### src/rtl/ppu_cpu_regs_if.sv
// ppu_cpu_regs_if - CPU-side register bus of the PPU ($2000-$2007).
// master: the CPU / bus bridge; slave: ppu_cpu_regs.
interface ppu_cpu_regs_if;
  logic       ppu_reg_cs;
  logic       ppu_reg_rw;
  logic [2:0] ppu_reg_addr;
  logic [7:0] cpu_wdata;
  logic [7:0] cpu_rdata;
  logic       rdy;

  modport master (
    output ppu_reg_cs, ppu_reg_rw, ppu_reg_addr, cpu_wdata,
    input  cpu_rdata, rdy
  );

  modport slave (
    input  ppu_reg_cs, ppu_reg_rw, ppu_reg_addr, cpu_wdata,
    output cpu_rdata, rdy
  );
endinterface

### src/rtl/ppu_cpu_regs.sv
// ppu_cpu_regs - CPU-visible PPU register file ($2000-$2007).
// Holds PPUCTRL, PPUMASK, PPUSTATUS flags, loopy v/t/fine_x/w, the buffered
// $2007 read path, the open-bus latch and NMI generation.
// Optional define PPU_OAM_PORT_EN adds the $2003/$2004 OAM port.
//
//  state | meaning
//  IDLE  | ready for CPU accesses, rdy=1
//  RD1   | $2007 read issued, vram_re strobe high
//  RD2   | vram_rdata valid: refill buffer, advance v
module ppu_cpu_regs #(
  parameter int VADDR_W = 15
) (
  input  logic               clk,
  input  logic               reset,
  ppu_cpu_regs_if.slave      bus,
  output logic [13:0]        vram_addr,
  output logic [7:0]         vram_wdata,
  output logic               vram_we,
  output logic               vram_re,
  input  logic [7:0]         vram_rdata,
  input  logic               vblank_start,
  input  logic               vblank_end,
  input  logic               sprite0_hit,
  input  logic               sprite_ovf,
  output logic [7:0]         ppu_ctrl,
  output logic [7:0]         ppu_mask,
  output logic [VADDR_W-1:0] loopy_v,
  output logic [VADDR_W-1:0] loopy_t,
  output logic [2:0]         fine_x,
`ifdef PPU_OAM_PORT_EN
  output logic [7:0]         oam_addr,
  output logic [7:0]         oam_wdata,
  output logic               oam_we,
  input  logic [7:0]         oam_rdata,
`endif
  output logic               NMI_enable
);

  localparam logic [1:0] S_IDLE = 2'd0;
  localparam logic [1:0] S_RD1  = 2'd1;
  localparam logic [1:0] S_RD2  = 2'd2;

  logic [1:0]         state_q, state_d;
  logic               cs_q;
  logic [7:0]         ctrl_q, ctrl_d, mask_q, mask_d;
  logic [VADDR_W-1:0] v_q, v_d, t_q, t_d, v_inc;
  logic [2:0]         fx_q, fx_d;
  logic               w_q, w_d;
  logic               vblank_q, vblank_d, spr0_q, spr0_d, ovf_q, ovf_d;
  logic [7:0]         latch_q, latch_d, buf_q, buf_d, rdata_q, rdata_d;
  logic               pal_q, pal_d;
  logic               we_q, we_d;
  logic [7:0]         wdata_q, wdata_d;
  logic               access, status_rd;
`ifdef PPU_OAM_PORT_EN
  logic [7:0]         oam_addr_q, oam_addr_d, oam_wdata_q, oam_wdata_d;
  logic               oam_we_q, oam_we_d;
`endif

  assign access    = ~bus.ppu_reg_cs & cs_q & (state_q == S_IDLE);
  assign status_rd = access & bus.ppu_reg_rw & (bus.ppu_reg_addr == 3'd2);
  assign v_inc     = ctrl_q[2] ? VADDR_W'(32) : VADDR_W'(1);

  // Next-state: register decode, status flags, $2007 sequencing.
  always_comb begin
    state_d  = state_q;
    ctrl_d   = ctrl_q;
    mask_d   = mask_q;
    v_d      = v_q;
    t_d      = t_q;
    fx_d     = fx_q;
    w_d      = w_q;
    latch_d  = latch_q;
    buf_d    = buf_q;
    rdata_d  = rdata_q;
    pal_d    = pal_q;
    we_d     = 1'b0;
    wdata_d  = wdata_q;
`ifdef PPU_OAM_PORT_EN
    oam_addr_d  = oam_we_q ? oam_addr_q + 8'd1 : oam_addr_q;
    oam_wdata_d = oam_wdata_q;
    oam_we_d    = 1'b0;
`endif

    // vblank_end dominates; a same-cycle $2002 read suppresses vblank_start.
    vblank_d = vblank_end ? 1'b0 : status_rd ? 1'b0 : (vblank_start | vblank_q);
    spr0_d   = vblank_end ? 1'b0 : (sprite0_hit | spr0_q);
    ovf_d    = vblank_end ? 1'b0 : (sprite_ovf | ovf_q);

    // v advances at the end of the write strobe cycle.
    if (we_q) v_d = v_q + v_inc;

    case (state_q)
      S_IDLE: begin
        if (access && bus.ppu_reg_rw && bus.ppu_reg_addr == 3'd7) begin
          state_d = S_RD1;
          pal_d   = (v_q[13:8] == 6'h3F);
        end
      end
      S_RD1: state_d = S_RD2;
      S_RD2: begin
        state_d = S_IDLE;
        buf_d   = vram_rdata;
        v_d     = v_q + v_inc;
        if (pal_q) rdata_d = vram_rdata;
      end
      default: state_d = S_IDLE;
    endcase

    if (access && !bus.ppu_reg_rw) begin
      latch_d = bus.cpu_wdata;
      case (bus.ppu_reg_addr)
        3'd0: begin
          ctrl_d       = bus.cpu_wdata;
          t_d[11:10]   = bus.cpu_wdata[1:0];
        end
        3'd1: mask_d = bus.cpu_wdata;
`ifdef PPU_OAM_PORT_EN
        3'd3: oam_addr_d = bus.cpu_wdata;
        3'd4: begin
          oam_we_d    = 1'b1;
          oam_wdata_d = bus.cpu_wdata;
        end
`endif
        3'd5: begin
          if (!w_q) begin
            t_d[4:0] = bus.cpu_wdata[7:3];
            fx_d     = bus.cpu_wdata[2:0];
          end else begin
            t_d[14:12] = bus.cpu_wdata[2:0];
            t_d[9:5]   = bus.cpu_wdata[7:3];
          end
          w_d = ~w_q;
        end
        3'd6: begin
          if (!w_q) begin
            t_d[13:8] = bus.cpu_wdata[5:0];
            t_d[14]   = 1'b0;
          end else begin
            t_d[7:0] = bus.cpu_wdata;
            v_d      = {t_q[14:8], bus.cpu_wdata};
          end
          w_d = ~w_q;
        end
        3'd7: begin
          we_d    = 1'b1;
          wdata_d = bus.cpu_wdata;
        end
        default: ;
      endcase
    end else if (access) begin
      case (bus.ppu_reg_addr)
        3'd2: begin
          rdata_d = {vblank_q & ~vblank_start, spr0_q, ovf_q, latch_q[4:0]};
          w_d     = 1'b0;
        end
`ifdef PPU_OAM_PORT_EN
        3'd4: rdata_d = oam_rdata;
`endif
        3'd7:    rdata_d = buf_q;
        default: rdata_d = latch_q;
      endcase
    end
  end

  // State registers with synchronous reset; reset also aborts a $2007 read.
  always_ff @(posedge clk) begin
    if (reset) begin
      state_q  <= S_IDLE;
      cs_q     <= 1'b0;
      ctrl_q   <= '0;
      mask_q   <= '0;
      v_q      <= '0;
      t_q      <= '0;
      fx_q     <= '0;
      w_q      <= 1'b0;
      vblank_q <= 1'b0;
      spr0_q   <= 1'b0;
      ovf_q    <= 1'b0;
      latch_q  <= '0;
      buf_q    <= '0;
      rdata_q  <= '0;
      pal_q    <= 1'b0;
      we_q     <= 1'b0;
      wdata_q  <= '0;
`ifdef PPU_OAM_PORT_EN
      oam_addr_q  <= '0;
      oam_wdata_q <= '0;
      oam_we_q    <= 1'b0;
`endif
    end else begin
      state_q  <= state_d;
      cs_q     <= bus.ppu_reg_cs;
      ctrl_q   <= ctrl_d;
      mask_q   <= mask_d;
      v_q      <= v_d;
      t_q      <= t_d;
      fx_q     <= fx_d;
      w_q      <= w_d;
      vblank_q <= vblank_d;
      spr0_q   <= spr0_d;
      ovf_q    <= ovf_d;
      latch_q  <= latch_d;
      buf_q    <= buf_d;
      rdata_q  <= rdata_d;
      pal_q    <= pal_d;
      we_q     <= we_d;
      wdata_q  <= wdata_d;
`ifdef PPU_OAM_PORT_EN
      oam_addr_q  <= oam_addr_d;
      oam_wdata_q <= oam_wdata_d;
      oam_we_q    <= oam_we_d;
`endif
    end
  end

  assign bus.cpu_rdata = rdata_q;
  assign bus.rdy       = (state_q == S_IDLE);
  assign vram_addr     = v_q[13:0];
  assign vram_wdata    = wdata_q;
  assign vram_we       = we_q;
  assign vram_re       = (state_q == S_RD1);
  assign ppu_ctrl      = ctrl_q;
  assign ppu_mask      = mask_q;
  assign loopy_v       = v_q;
  assign loopy_t       = t_q;
  assign fine_x        = fx_q;
  assign NMI_enable    = vblank_q & ctrl_q[7];
`ifdef PPU_OAM_PORT_EN
  assign oam_addr      = oam_addr_q;
  assign oam_wdata     = oam_wdata_q;
  assign oam_we        = oam_we_q;
`endif

endmodule

### src/flat_wrapper.sv
// flat-port wrapper written by rule: the top's interface ports become plain ports
module ppu_cpu_regs_flat 
#(
  parameter int VADDR_W = 15
)
  (clk, reset, vram_addr, vram_wdata, vram_we, vram_re, vram_rdata, vblank_start, vblank_end, sprite0_hit, sprite_ovf, ppu_ctrl, ppu_mask, loopy_v, loopy_t, fine_x, NMI_enable, bus_ppu_reg_cs, bus_ppu_reg_rw, bus_ppu_reg_addr, bus_cpu_wdata, bus_cpu_rdata, bus_rdy);
  ppu_cpu_regs_if bus_i ();
  input  logic clk;
  input  logic reset;
  output logic [13:0] vram_addr;
  output logic [7:0] vram_wdata;
  output logic vram_we;
  output logic vram_re;
  input  logic [7:0] vram_rdata;
  input  logic vblank_start;
  input  logic vblank_end;
  input  logic sprite0_hit;
  input  logic sprite_ovf;
  output logic [7:0] ppu_ctrl;
  output logic [7:0] ppu_mask;
  output logic [VADDR_W-1:0] loopy_v;
  output logic [VADDR_W-1:0] loopy_t;
  output logic [2:0] fine_x;
  output logic NMI_enable;
  input wire logic [$bits(bus_i.ppu_reg_cs)-1:0] bus_ppu_reg_cs;
  input wire logic [$bits(bus_i.ppu_reg_rw)-1:0] bus_ppu_reg_rw;
  input wire logic [$bits(bus_i.ppu_reg_addr)-1:0] bus_ppu_reg_addr;
  input wire logic [$bits(bus_i.cpu_wdata)-1:0] bus_cpu_wdata;
  output wire logic [$bits(bus_i.cpu_rdata)-1:0] bus_cpu_rdata;
  output wire logic [$bits(bus_i.rdy)-1:0] bus_rdy;
  assign bus_i.ppu_reg_cs = bus_ppu_reg_cs;
  assign bus_i.ppu_reg_rw = bus_ppu_reg_rw;
  assign bus_i.ppu_reg_addr = bus_ppu_reg_addr;
  assign bus_i.cpu_wdata = bus_cpu_wdata;
  assign bus_cpu_rdata = bus_i.cpu_rdata;
  assign bus_rdy = bus_i.rdy;
  ppu_cpu_regs #(.VADDR_W(VADDR_W)) u_core (.clk(clk), .reset(reset), .bus(bus_i), .vram_addr(vram_addr), .vram_wdata(vram_wdata), .vram_we(vram_we), .vram_re(vram_re), .vram_rdata(vram_rdata), .vblank_start(vblank_start), .vblank_end(vblank_end), .sprite0_hit(sprite0_hit), .sprite_ovf(sprite_ovf), .ppu_ctrl(ppu_ctrl), .ppu_mask(ppu_mask), .loopy_v(loopy_v), .loopy_t(loopy_t), .fine_x(fine_x), .NMI_enable(NMI_enable));
endmodule
### config.mk
export PLATFORM = sky130hd
export DESIGN_NAME = ppu_cpu_regs_flat
export DESIGN_NICKNAME = d
export VERILOG_FILES = /design/src/rtl/ppu_cpu_regs_if.sv /design/src/rtl/ppu_cpu_regs.sv /design/src/flat_wrapper.sv
export SDC_FILE = /design/constraint.sdc
export NUM_CORES = 1
export LEC_CHECK = 0
export BUFFER_PORTS_ARGS = -buffer_cell sky130_fd_sc_hd__buf_2
export CAP_MARGIN = 20
export CORE_MARGIN = 2
export CORE_UTILIZATION = 50
export DETAILED_ROUTE_END_ITERATION = 16
export PLACE_DENSITY = 0.8
export SYNTH_ARGS = -nofsm -noshare
export SYNTH_HDL_FRONTEND = slang
export SYNTH_SLANG_ARGS = --single-unit
### constraint.sdc
create_clock -name clk -period 2.4 [get_ports clk]
set_input_delay 0.12 -clock clk [delete_from_list [all_inputs] [get_ports clk]]
set_output_delay 0.12 -clock clk [all_outputs]
set_load 0.1 [all_outputs]
## Yosys cells after proc, flatten, opt, wreduce, memory -nomap -nowiden

Cells that the tools add are included.

| storage, ports and cells | value |
|---|---|
| register bits after elaboration | 90 |
| logic and storage cells | 98 |

| operators by class | value |
|---|---|
| reductions and logical operators | 24 |
| equality and inequality tests | 14 |
| mux-type cells | 26 |
| add/sub/neg operators | 1 |
| bitwise gates (word level) | 13 |

Operator list:

| operator | number |
|---|---|
| $mux W15 | 5 |
| $mux W8 | 5 |
| $pmux W10 S2 | 1 |
| $pmux W8 S2 | 1 |
| $add A15 B15 Y15 | 1 |
| $reduce_and A4 Y1 | 3 |
| $mux W5 | 2 |
| $eq A3 B3 Y1 const B | 3 |
| $reduce_and A3 Y1 | 3 |
| $pmux W2 S2 | 2 |
| $reduce_and A2 Y1 | 4 |
| $reduce_bool A2 Y1 | 4 |
| $mux W7 | 1 |
| $and A1 B1 Y1 | 6 |
| $eq A6 B6 Y1 const B | 1 |
| $mux W6 | 1 |
| $ne A2 B1 Y1 const B | 3 |
| $ne A2 B2 Y1 const B | 3 |
| $pmux W3 S2 | 1 |
| $reduce_or A2 Y1 | 3 |
| $mux W1 | 5 |
| $not A1 Y1 | 4 |
| $eq A3 B1 Y1 const B | 1 |
| $eq A3 B2 Y1 const B | 1 |
| 10 further kinds | 14 |

## Depth between registers and ports, before layout

Gate-level depths: netlist (run 1).

| logic depth | value |
|---|---|
| depth after elaboration | 7 |
| depth in mapped cells | 7 |
| mapped depth without buffers | 7 |

## Least setup slack after synthesis (run 1)

Ideal clock, no wire load.

| timing | value |
|---|---|
| kind | flip-flop to flip-flop |
| from | register u_core.v_q[0] (netlist: u_core.loopy_v[0]) |
| to | register u_core.v_q[14] (netlist: u_core.loopy_v[14]) |
| data required time | 2.312 ns |
| setup time | 0.088 ns |
| period minus slack after synthesis | 2.696 ns |
| data arrival time | 2.608 ns |
| path slack | -0.296 ns |
| stages on the path, launching flop included | 7 |
| cell sequence | dfxtp_1 > ha_1 > ha_1 > o211a_1 > o211ai_1 > or4_1 > a311oi_2 |

| on the way | value |
|---|---|
| word-level cells in the longest chain between the ends | 6 |

Ends and longest elaborated chain:

| what | line | RTL |
|---|---|---|
| from (decl) | ppu_cpu_regs.sv:46 | `logic [VADDR_W-1:0] v_q, v_d, t_q, t_d, v_inc;` |
| from (signal assigned) | ppu_cpu_regs.sv:196 | `v_q <= v_d;` |
| $add A15 B15 Y15 (*) | ppu_cpu_regs.sv:91, ppu_cpu_regs.sv:104 |  |
| $mux W15 | ppu_cpu_regs.sv:91 | `if (we_q) v_d = v_q + v_inc;` |
| $mux W15 (*) | ppu_cpu_regs.sv:93 | `case (state_q)` |
| $mux W15 | ppu_cpu_regs.sv:136 | `if (!w_q) begin` |
| $mux W15 | ppu_cpu_regs.sv:112 | `case (bus.ppu_reg_addr)` |
| $mux W15 (*) | ppu_cpu_regs.sv:110 | `if (access && !bus.ppu_reg_rw) begin` |

Mark *: on every way between the ends. The rest lies on a longest branch, timed or not.
A chain may end at the register's enable or synchronous reset.

## Final worst setup path (run 1)

| timing | value |
|---|---|
| from | input bus_ppu_reg_cs |
| to | register u_core.v_q[13] (netlist: u_core.loopy_v[13]) |

| on the way | value |
|---|---|
| word-level cells in the longest chain between the ends | 5 |

Ends and longest elaborated chain:

| what | line | RTL |
|---|---|---|
| from (decl) | flat_wrapper.sv:25 | `input wire logic [$bits(bus_i.ppu_reg_cs)-1:0] bus_ppu_reg_cs;` |
| $not A1 Y1 | ppu_cpu_regs.sv:60 | `assign access = ~bus.ppu_reg_cs & cs_q & (state_q == S_IDLE);` |
| $and A1 B1 Y1 (2 in a row) | ppu_cpu_regs.sv:60 |  |
| $logic_and A1 B1 Y1 | ppu_cpu_regs.sv:110 |  |
| $mux W15 | ppu_cpu_regs.sv:110 |  |

No other way between the ends.

==> impl_metrics.tcl, run 1 <==
set metrics [dict create \
    drt_iter0_drc 310 \
    final_common_cell "buf_2" \
    synth-edff-count 0 \
    ir_worst_vdd_uv 363 \
    drc_errors 0 \
    synthFlopType "dfxtp_1" \
    io_buffers 109 \
    post-route-period-util_pct 86.5 \
    drtAntennaViolNets 0 \
    start_kind "primary input" \
    cp-startpoint "bus_ppu_reg_cs" \
    p_int_w 0.00215 \
    cts-resized-gates 0 \
    vias 3863 \
    synth_area_leader_cell "dfxtp_1" \
    num_io_pins 110 \
    hold_viol 0 \
    rsz0062_at_grt "false" \
    gp_congestion 0.924 \
    arrival_ps 2290 \
    cts_max_path_buffers 2 \
    die_h_um 96.0 \
    synth_cell_types 56 \
    relSlewSlack_pct 55.7 \
    ys.warnings.count 0 \
    synth.area.top_cells "dfxtp_1 43%, mux2i_1 6.2%, nand2_1 4.8%" \
    critPathMaxFanout 30 \
    criticalPathCategory "primary input to flop" \
    antenna_found_initial 0 \
    n_antenna_cell 0 \
    layout-drive-gt1-share_pct 28.5 \
    viasPerCell 5.73 \
    rr_startpoint "u_core.ppu_ctrl[2]" \
    synthArstFlopShare_pct 0 \
    combPwrFrac_pct 9.4 \
    ys_ff_latch 90 \
    syn_inst 477 \
    reg2reg_setup_slack_ps 330 \
    fin_worst_skew_ps 5.89 \
    p_sw_share_pct 25.6 \
    worstRegToRegCells 7 \
    r2r_end "u_core.loopy_v[14]" \
    synth-seq-area-share_pct 42.6 \
    cp-end-kind "flop" \
    cts.sinks 90 \
    worst_hold_slack_ps 8.28 \
    die_x_um 96.0 \
    grt_max_degree 45 \
    rows 33 \
    clockPowerShare_pct 38.0 \
    grt_pass1_wl_um 17500 \
    fmax_ghz 0.482 \
    tritoncts "built" \
    core_area_sq_um 8220 \
    htree_levels 3 \
    syn_area_sq_um 4230 \
    critPathMaxStageDelay_ps 730 \
    p_seq_share_pct 52.5 \
    num-fill-cells 731 \
    initial_utilization_pct 51.5 \
    grt_usage_pct 24.7 \
    endpoint "u_core.loopy_v[13]" \
    yosysTopAreaCellShare_pct 42.6 \
    syn_to_final_growth_pct 18.7 \
    tns_ps 0 \
    fin_nets 594 \
    clock-root-buffer "clkbuf_8" \
    slowest_stage "or4b_4" \
    hpwl_um 7800 \
    insertion_delay_ps 360 \
    final_max_slew_viol_count 0 \
    final.min_clock_period_ps 2080 \
    overflow 0 \
    crit_chain "dlygate4sd3_1, buf_2, or4b_1, or4b_4, nor2_1, a311oi_2" \
    drv_cap 0 \
    hp-class "primary input to flop" \
    wl_per_cell_um 16.8 \
    syn_area_per_cell_sq_um 8.87 \
    critical_path_required_ps 2620 \
    clkTransAtPathRegs_ps 90 \
    wl_um 11400 \
    final_cell_mix "109 x buf_2, 86 x dfxtp_1, 54 x nand2_1" \
    tightest_slew_ps 665 \
    outcome "completed" \
    grt_pass1_vias 3433 \
    finalSetupViolations 0 \
    finalPower_w 0.00289 \
    dieArea_sq_um 9210 \
    syn_nets 507 \
    power.density_nw_per_um2 575 \
    drt-pass1-iter-count 5 \
    switchingPower_w 0.000740 \
    p_leak_nw 2.14 \
    cts_buffers 9 \
]
[critical path: cells and delay by family]
kind,cells,cell delay (ps)
AO/OA/AOI/OAI,1,70
buffers and inverters,2,690
AND/OR/NAND/NOR,3,1410
[layer usage]
metal  part of all wire [%]  global-route usage, %  vias to the layer above
met2                     46                   38.9                      144
met3                    6.7                   5.48                       21
li1                       -                      -                     1885
met1                     46                   33.3                     1813
met4                    1.8                   8.93                        0
met5                      0                      0                        -
[stage by stage]
stage | utilization (%) | instance area (sq um) | setup WS, ps | instances
6_report | 61.1 | 5020 | 324 | 674
5_1_grt | 61.1 | 5020 | 153 | 674
4_1_cts | 61.1 | 5020 | 330 | 674
3_5_place_dp | 57.9 | 4760 | 376 | 653
3_3_place_gp | 57.9 | 4760 | 425 | 653
2_1_floorplan | - | 4230 | 5.15 | 477
[logic make-up (layout without fill, tap and decap cells)]
kind of cell	count (synthesis)	after routing	synth area share, %
AOI/OAI and AO/OA	126	126	22.1
and+or+nand+nor	169	169	20.0
xor gates and xnor gates	7	7	1.45
muxes	26	26	6.15
buffers and inverters	56	148	6.80
DFF	90	90	42.6
adders and majority gates	3	3	0.888
[worst min-delay path by stage]
stage                  start              end  slack (ps)  cells after the start
2_1_floorplan     sprite_ovf     u_core.ovf_q         230                      1
3_3_place_gp     sprite0_hit    u_core.spr0_q         320                      2
3_5_place_dp     sprite0_hit    u_core.spr0_q         320                      2
4_1_cts        vram_rdata[5]  u_core.buf_q[5]         0.8                      3
5_1_grt        vram_rdata[3]  u_core.buf_q[3]          20                      3
6_report       vram_rdata[4]  u_core.buf_q[4]           8                      3
[cell type report]
class | count | area [sq um] | share of cell area [%]
flip-flops and latches | 90 | 1810 | 36.0
well taps | 105 | 131 | 2.62
repair buffers | 128 | 713 | 14.2
clock inverters | 4 | 48.8 | 0.972
multi-input cells | 331 | 2140 | 42.6
inverters | 4 | 15.0 | 0.299
clock buffers | 12 | 165 | 3.29
[synth_stat cells, drive strengths merged (2+ instances only)]
cell and number:
dfxtp 90, nand2 54, nor2 53, a21oi 35
a211oi 29, clkbuf 27, mux2i 26, buf 25
o21ai 18, a311oi 16, and3 11, nand3 7
nor3 6, xor2 6, nand2b 5, nor2b 5
and3b 4, inv 4, o21a 4, o221ai 4
or4 4, a2111oi 3, ha 3, nand3b 3
nor4 3, o2111ai 3, o31ai 3, or3 3
nand4 2, o211ai 2, or2 2, or4b 2
[state kept, by name, summed over array words and instances, names as in the netlist, 2 cells and up]
signal                flops
u_core.buf_q              8
u_core.bus.cpu_rdata      8
u_core.latch_q            8
u_core.fine_x             3
u_core.vram_wdata         8
u_core.loopy_v           15
u_core.ppu_ctrl           8
u_core.ppu_mask           8
u_core.state_q            2
u_core.loopy_t           15
[timing repair]
action	CTS	global route
setup buffers	0	0
hold buffers	5	0
hold endpoints to repair	5	0
[power groups by stage]
stage / sequential [W] / clock [W] / combinational [W]
3_5_place_dp: 0.00155 / 0 / 0.000262
4_1_cts: 0.00152 / 0.00111 / 0.000270
2_1_floorplan: 0.00161 / 0 / 0.000125
6_report: 0.00152 / 0.00110 / 0.000272
3_3_place_gp: 0.00155 / 0 / 0.000257
5_1_grt: 0.00152 / 0.00117 / 0.000288
(Power assumes the default switching activity.)
==> run 2: changes to the inputs <==
--- a/config.mk
+++ b/config.mk
@@ -10,7 +10,7 @@
 export CORE_MARGIN = 2
 export CORE_UTILIZATION = 50
 export DETAILED_ROUTE_END_ITERATION = 16
-export PLACE_DENSITY = 0.8
+export PLACE_DENSITY = 0.76
 export SYNTH_ARGS = -nofsm -noshare
 export SYNTH_HDL_FRONTEND = slang
 export SYNTH_SLANG_ARGS = --single-unit
==> constraint.sdc (replaced) <==
create_clock -name clk -period 2.7 [get_ports clk]
set_input_delay 0.135 -clock clk [delete_from_list [all_inputs] [get_ports clk]]
set_output_delay 0.135 -clock clk [all_outputs]
set_load 0.1 [all_outputs]
==> impl_metrics.tcl, run 2 (same netlist as run 1, synthesis figures left out) <==
set metrics [dict create \
    relSlewSlack_pct 46.4 \
    clock-root-buffer "clkbuf_8" \
    slowest_stage "or4b_4" \
    worstHoldStart "vram_rdata[1]" \
    rsz0062_at_grt "false" \
    cp-startpoint "u_core.state_q[1]" \
    final_cell_mix "109 x buf_2, 90 x dfxtp_1, 54 x nand2_1" \
    wl_um 10900 \
    cts_buffers 9 \
    start_kind "flop" \
    critPathMaxStageDelay_ps 720 \
    core_area_sq_um 8220 \
    postCtsHoldBufs 2 \
    outcome "completed" \
    clkTransAtPathRegs_ps 90 \
    finalPower_w 0.00254 \
    p_leak_nw 2.09 \
    ir_worst_vdd_uv 437 \
    final_common_cell "buf_2" \
    combPwrFrac_pct 9.2 \
    n_antenna_cell 0 \
    arrival_ps 2460 \
    drt-pass1-iter-count 4 \
    drc_errors 0 \
    cts_max_path_buffers 2 \
    switchingPower_w 0.000674 \
    vias 3860 \
    die_h_um 96.0 \
    clockPowerShare_pct 37.6 \
    cts-resized-gates 0 \
    p_sw_share_pct 26.6 \
    final.min_clock_period_ps 2220 \
    cp_top_family "simple AND/OR/NAND/NOR gates" \
    grt_usage_pct 23.8 \
    num_io_pins 110 \
    grt_pass1_vias 3344 \
    power.density_nw_per_um2 513 \
    fin_worst_skew_ps 13.3 \
    fmax_ghz 0.450 \
    rr_startpoint "u_core.state_q[1]" \
    crit_buf_inv 1 \
    htree_levels 3 \
    fin_nets 587 \
    cts_setup_buffers 0 \
    grt_pass1_wl_um 16800 \
    wl_per_cell_um 16.3 \
    hp-class "primary input to flop" \
    worst_hold_slack_ps 23.1 \
    antenna_found_initial 0 \
    instances_no_fill 667 \
    cts.sinks 90 \
    insertion_delay_ps 350 \
    dieArea_sq_um 9210 \
    crit_chain "or4b_1, buf_4, or4b_4, a311oi_1" \
    hpwl_um 7560 \
    overflow 0 \
    post-route-period-util_pct 82.3 \
    die_x_um 96.0 \
    critPathMaxFanout 30 \
    place_ws_ps 503 \
    syn_to_final_growth_pct 17.0 \
    final_max_slew_viol_count 0 \
    dp_cells 649 \
    rows 33 \
    tns_ps 0 \
    drv_cap 0 \
    cp-end-kind "flop" \
    drtAntennaViolNets 0 \
    tightest_slew_ps 804 \
    io_buffers 109 \
    critical_path_required_ps 2940 \
    hold_viol 0 \
    drt_iter0_drc 346 \
    criticalPathCategory "flop to flop" \
    tritoncts "built" \
    viasPerCell 5.79 \
    grt_max_degree 43 \
    final.setup.worst_slack_ps 477 \
    layout-drive-gt1-share_pct 27.4 \
    gp_congestion 0.830 \
    p_int_w 0.00186 \
    finalSetupViolations 0 \
    initial_utilization_pct 51.5 \
    p_seq_share_pct 53.2 \
]
-- run 2: power by group through the flow --
stage / clock (W) / sequential, W / combinational [W]
finish: 0.000955 / 0.00135 / 0.000234
CTS: 0.000971 / 0.00135 / 0.000232
global placement: 0 / 0.00138 / 0.000227
floorplan: 0 / 0.00143 / 0.000111
detailed placement: 0 / 0.00138 / 0.000229
global route: 0.00101 / 0.00135 / 0.000249
-- run 2: per-layer routing --
metal / up-vias / wire length [um] / GRT usage [%]
li1: 1868 / - / -
met1: 1819 / 4930 / 32.7
met2: 153 / 5130 / 38.6
met3: 20 / 669 / 3.60
met4: 0 / 155 / 7.02
met5: - / 0 / 0
-- run 2: worst paths after layout --
check                            to  depth (start not counted)  slack (ps)
setup reg to reg  u_core.loopy_v[9]                          4         480
hold / removal      u_core.buf_q[1]                          3          20
hold reg to reg     u_core.buf_q[7]                          2         460
setup / recovery  u_core.loopy_v[9]                          4         480
-- run 2: final cells by class --
type	count	area (sq um)
fill	737	3270
multi-input combinational	331	2140
sequential	90	1800
timing repair buffer	121	653
clock buffer	10	138
tap	105	131
clock inverter	6	71.3
inverter	4	15.0
-- run 2: worst register-to-register path, cell delays in order (launching register included) --
cell	delay, ps
dfxtp_1	350
or4b_1	520
buf_4	200
or4b_4	720
a311oi_1	320
-- run 2: metrics by stage --
stage | util, % | area [sq um]
3_3_place_gp | 57.5 | 4720
4_1_cts | 60.2 | 4950
3_5_place_dp | 57.5 | 4720
6_report | 60.2 | 4950
2_1_floorplan | - | 4230
5_1_grt | 60.2 | 4950
==> run 3: changes to the inputs <==
--- a/config.mk
+++ b/config.mk
@@ -8,7 +8,7 @@
 export BUFFER_PORTS_ARGS = -buffer_cell sky130_fd_sc_hd__buf_2
 export CAP_MARGIN = 20
 export CORE_MARGIN = 2
-export CORE_UTILIZATION = 50
+export CORE_UTILIZATION = 48
 export DETAILED_ROUTE_END_ITERATION = 16
 export PLACE_DENSITY = 0.76
 export SYNTH_ARGS = -nofsm -noshare
==> constraint.sdc (replaced) <==
create_clock -name clk -period 1.92 [get_ports clk]
set_input_delay 0.096 -clock clk [delete_from_list [all_inputs] [get_ports clk]]
set_output_delay 0.096 -clock clk [all_outputs]
set_load 0.1 [all_outputs]
==> impl_metrics.tcl, run 3 (same netlist as run 1, synthesis figures left out) <==
set metrics [dict create \
    grt_pass1_vias 3789 \
    critPathMaxStageDelay_ps 660 \
    ir_worst_vdd_uv 425 \
    hpwl_um 8150 \
    r2r_end "u_core.loopy_v[10]" \
    rr_startpoint "u_core.state_q[1]" \
    holdPathEnd "u_core.buf_q[5]" \
    cp_top_family "simple AND/OR/NAND/NOR gates" \
    overflow 0 \
    hp-class "primary input to flop" \
    vias 4069 \
    final_common_cell "buf_2" \
    worstRegToRegCells 4 \
    cp.depth 4 \
    initial_utilization_pct 49.0 \
    final_cell_mix "109 x buf_2, 73 x dfxtp_1, 53 x nand2_1" \
    relSlewSlack_pct 66.4 \
    insertion_delay_ps 360 \
    wl_per_cell_um 17.4 \
    fmax_ghz 0.522 \
    grt_pass1_wl_um 18500 \
    power.density_nw_per_um2 676 \
    p_leak_nw 2.24 \
    htree_levels 3 \
    outcome "completed" \
    grt_usage_pct 23.7 \
    start_kind "flop" \
    clkTransAtPathRegs_ps 80 \
    tritoncts "built" \
    drt_iter0_drc 330 \
    worst_hold_slack_ps 7.78 \
    antenna_found_initial 0 \
    gp_congestion 0.853 \
    crit_chain "or4b_4, or4b_4, nor2_1, a311oi_2" \
    slowest_stage "or4b_4" \
    cp-end-kind "flop" \
    criticalPathCategory "flop to flop" \
    wl_um 12100 \
    post-route-period-util_pct 99.8 \
    finalSetupViolations 0 \
    crit_buf_inv 0 \
    cts_buffers 9 \
    num_io_pins 110 \
    min_delay_path_depth 3 \
    critPathMaxFanout 8 \
    wl_met2_um 5820 \
    final_util_pct 62.0 \
    cp_common_cell "or4b_4" \
    hold_viol 0 \
    rows 34 \
    finalPower_w 0.00362 \
    io_buffers 109 \
    drc_errors 0 \
    fin_worst_skew_ps 14.6 \
    syn_to_final_growth_pct 26.6 \
    cts_max_path_buffers 2 \
    dpl-instance-area_sq_um 4930 \
    viasPerCell 5.86 \
    wl_met3_um 723 \
    die_h_um 97.9 \
    tightest_slew_ps 508 \
    rsz0062_at_grt "true" \
    reg2reg_setup_slack_ps 3 \
    fin_nets 613 \
    final.min_clock_period_ps 1920 \
    cts.sinks 90 \
    fin_area_sq_um 5350 \
    arrival_ps 2130 \
    instances_no_fill 694 \
    final_max_slew_viol_count 0 \
    dp_cells 672 \
    critical_path_required_ps 2140 \
    clock-root-buffer "clkbuf_8" \
    dieArea_sq_um 9580 \
    drtAntennaViolNets 0 \
    layout-drive-gt1-share_pct 35.7 \
    drt-pass1-iter-count 5 \
    drv_cap 0 \
    grt_max_degree 33 \
    core_area_sq_um 8640 \
    cts_setup_buffers 0 \
    die_x_um 97.9 \
    n_antenna_cell 0 \
    worstHoldStart "vram_rdata[5]" \
    maxUsedRoutingLayer "met4" \
    met1_length_um 5230 \
]
## run 3: changes by cell type in the layout (fill, tap and decap cells not counted), moves of 3 or more
cell	change
dfxtp_1	-17
buf_4	+16
dfxtp_2	+13
a311oi_1	-4
a311oi_2	+4
dfxtp_4	+4
or4b_4	+4
ha_1	-3
ha_4	+3
nor2_1	-3
nor2_2	+3
## run 3: layout make-up
| type | count | area (sq um) |
|---|---|---|
| timing repair buffer | 144 | 881 |
| inverter | 4 | 15.0 |
| fill | 780 | 3280 |
| sequential | 90 | 1830 |
| clock buffer | 10 | 128 |
| tap | 108 | 135 |
| multi-input combinational | 334 | 2290 |
| clock inverter | 4 | 70.1 |
## run 3: metrics by stage
stage	TNS, ps	worst slack [ps]
3_3_place_gp	0	7.50
2_1_floorplan	-1400	-140
6_report	0	3.37
4_1_cts	-108	-32.8
3_5_place_dp	-392	-52.3
5_1_grt	-448	-66.9
## run 3: power breakdown
part / switching [W] / internal, W
clock network: 0.000646 / 0.000716
registers: 0.0000117 / 0.00188
logic: 0.000260 / 0.000108
## run 3: worst register-to-register path: stages, from the launching register on
cell and delay, ps:
dfxtp_2 320, or4b_4 580, or4b_4 660, nor2_1 160
a311oi_2 60
## run 3: layer usage
layer,vias up,track usage (%)
li1,1930,-
met1,1940,30.3
met2,170,39.9
met3,29,4.22
met4,0,8.76
met5,-,0
## run 3: timing repair
item                                    in CTS  in global routing
gates resized for setup                      3                 25
endpoints found under the hold margin        4                  0
pin swaps                                    1                 15
hold buffers                                 4                  0
cloned                                       0                  4
endpoints found under the setup margin      19                 52
## run 3: worst max path at each step
| stage | startpoint | to | slack (ps) |
|---|---|---|---|
| 4_1_cts | u_core.state_q[0] | u_core.loopy_v[10] | -30 |
| 5_1_grt | u_core.state_q[1] | u_core.loopy_v[9] | -70 |
| 6_report | u_core.state_q[1] | u_core.loopy_v[10] | 3 |
| 3_5_place_dp | u_core.state_q[0] | u_core.loopy_v[0] | -50 |
| 2_1_floorplan | u_core.state_q[0] | u_core.loopy_v[12] | -140 |
| 3_3_place_gp | u_core.state_q[0] | u_core.loopy_v[4] | 7 |
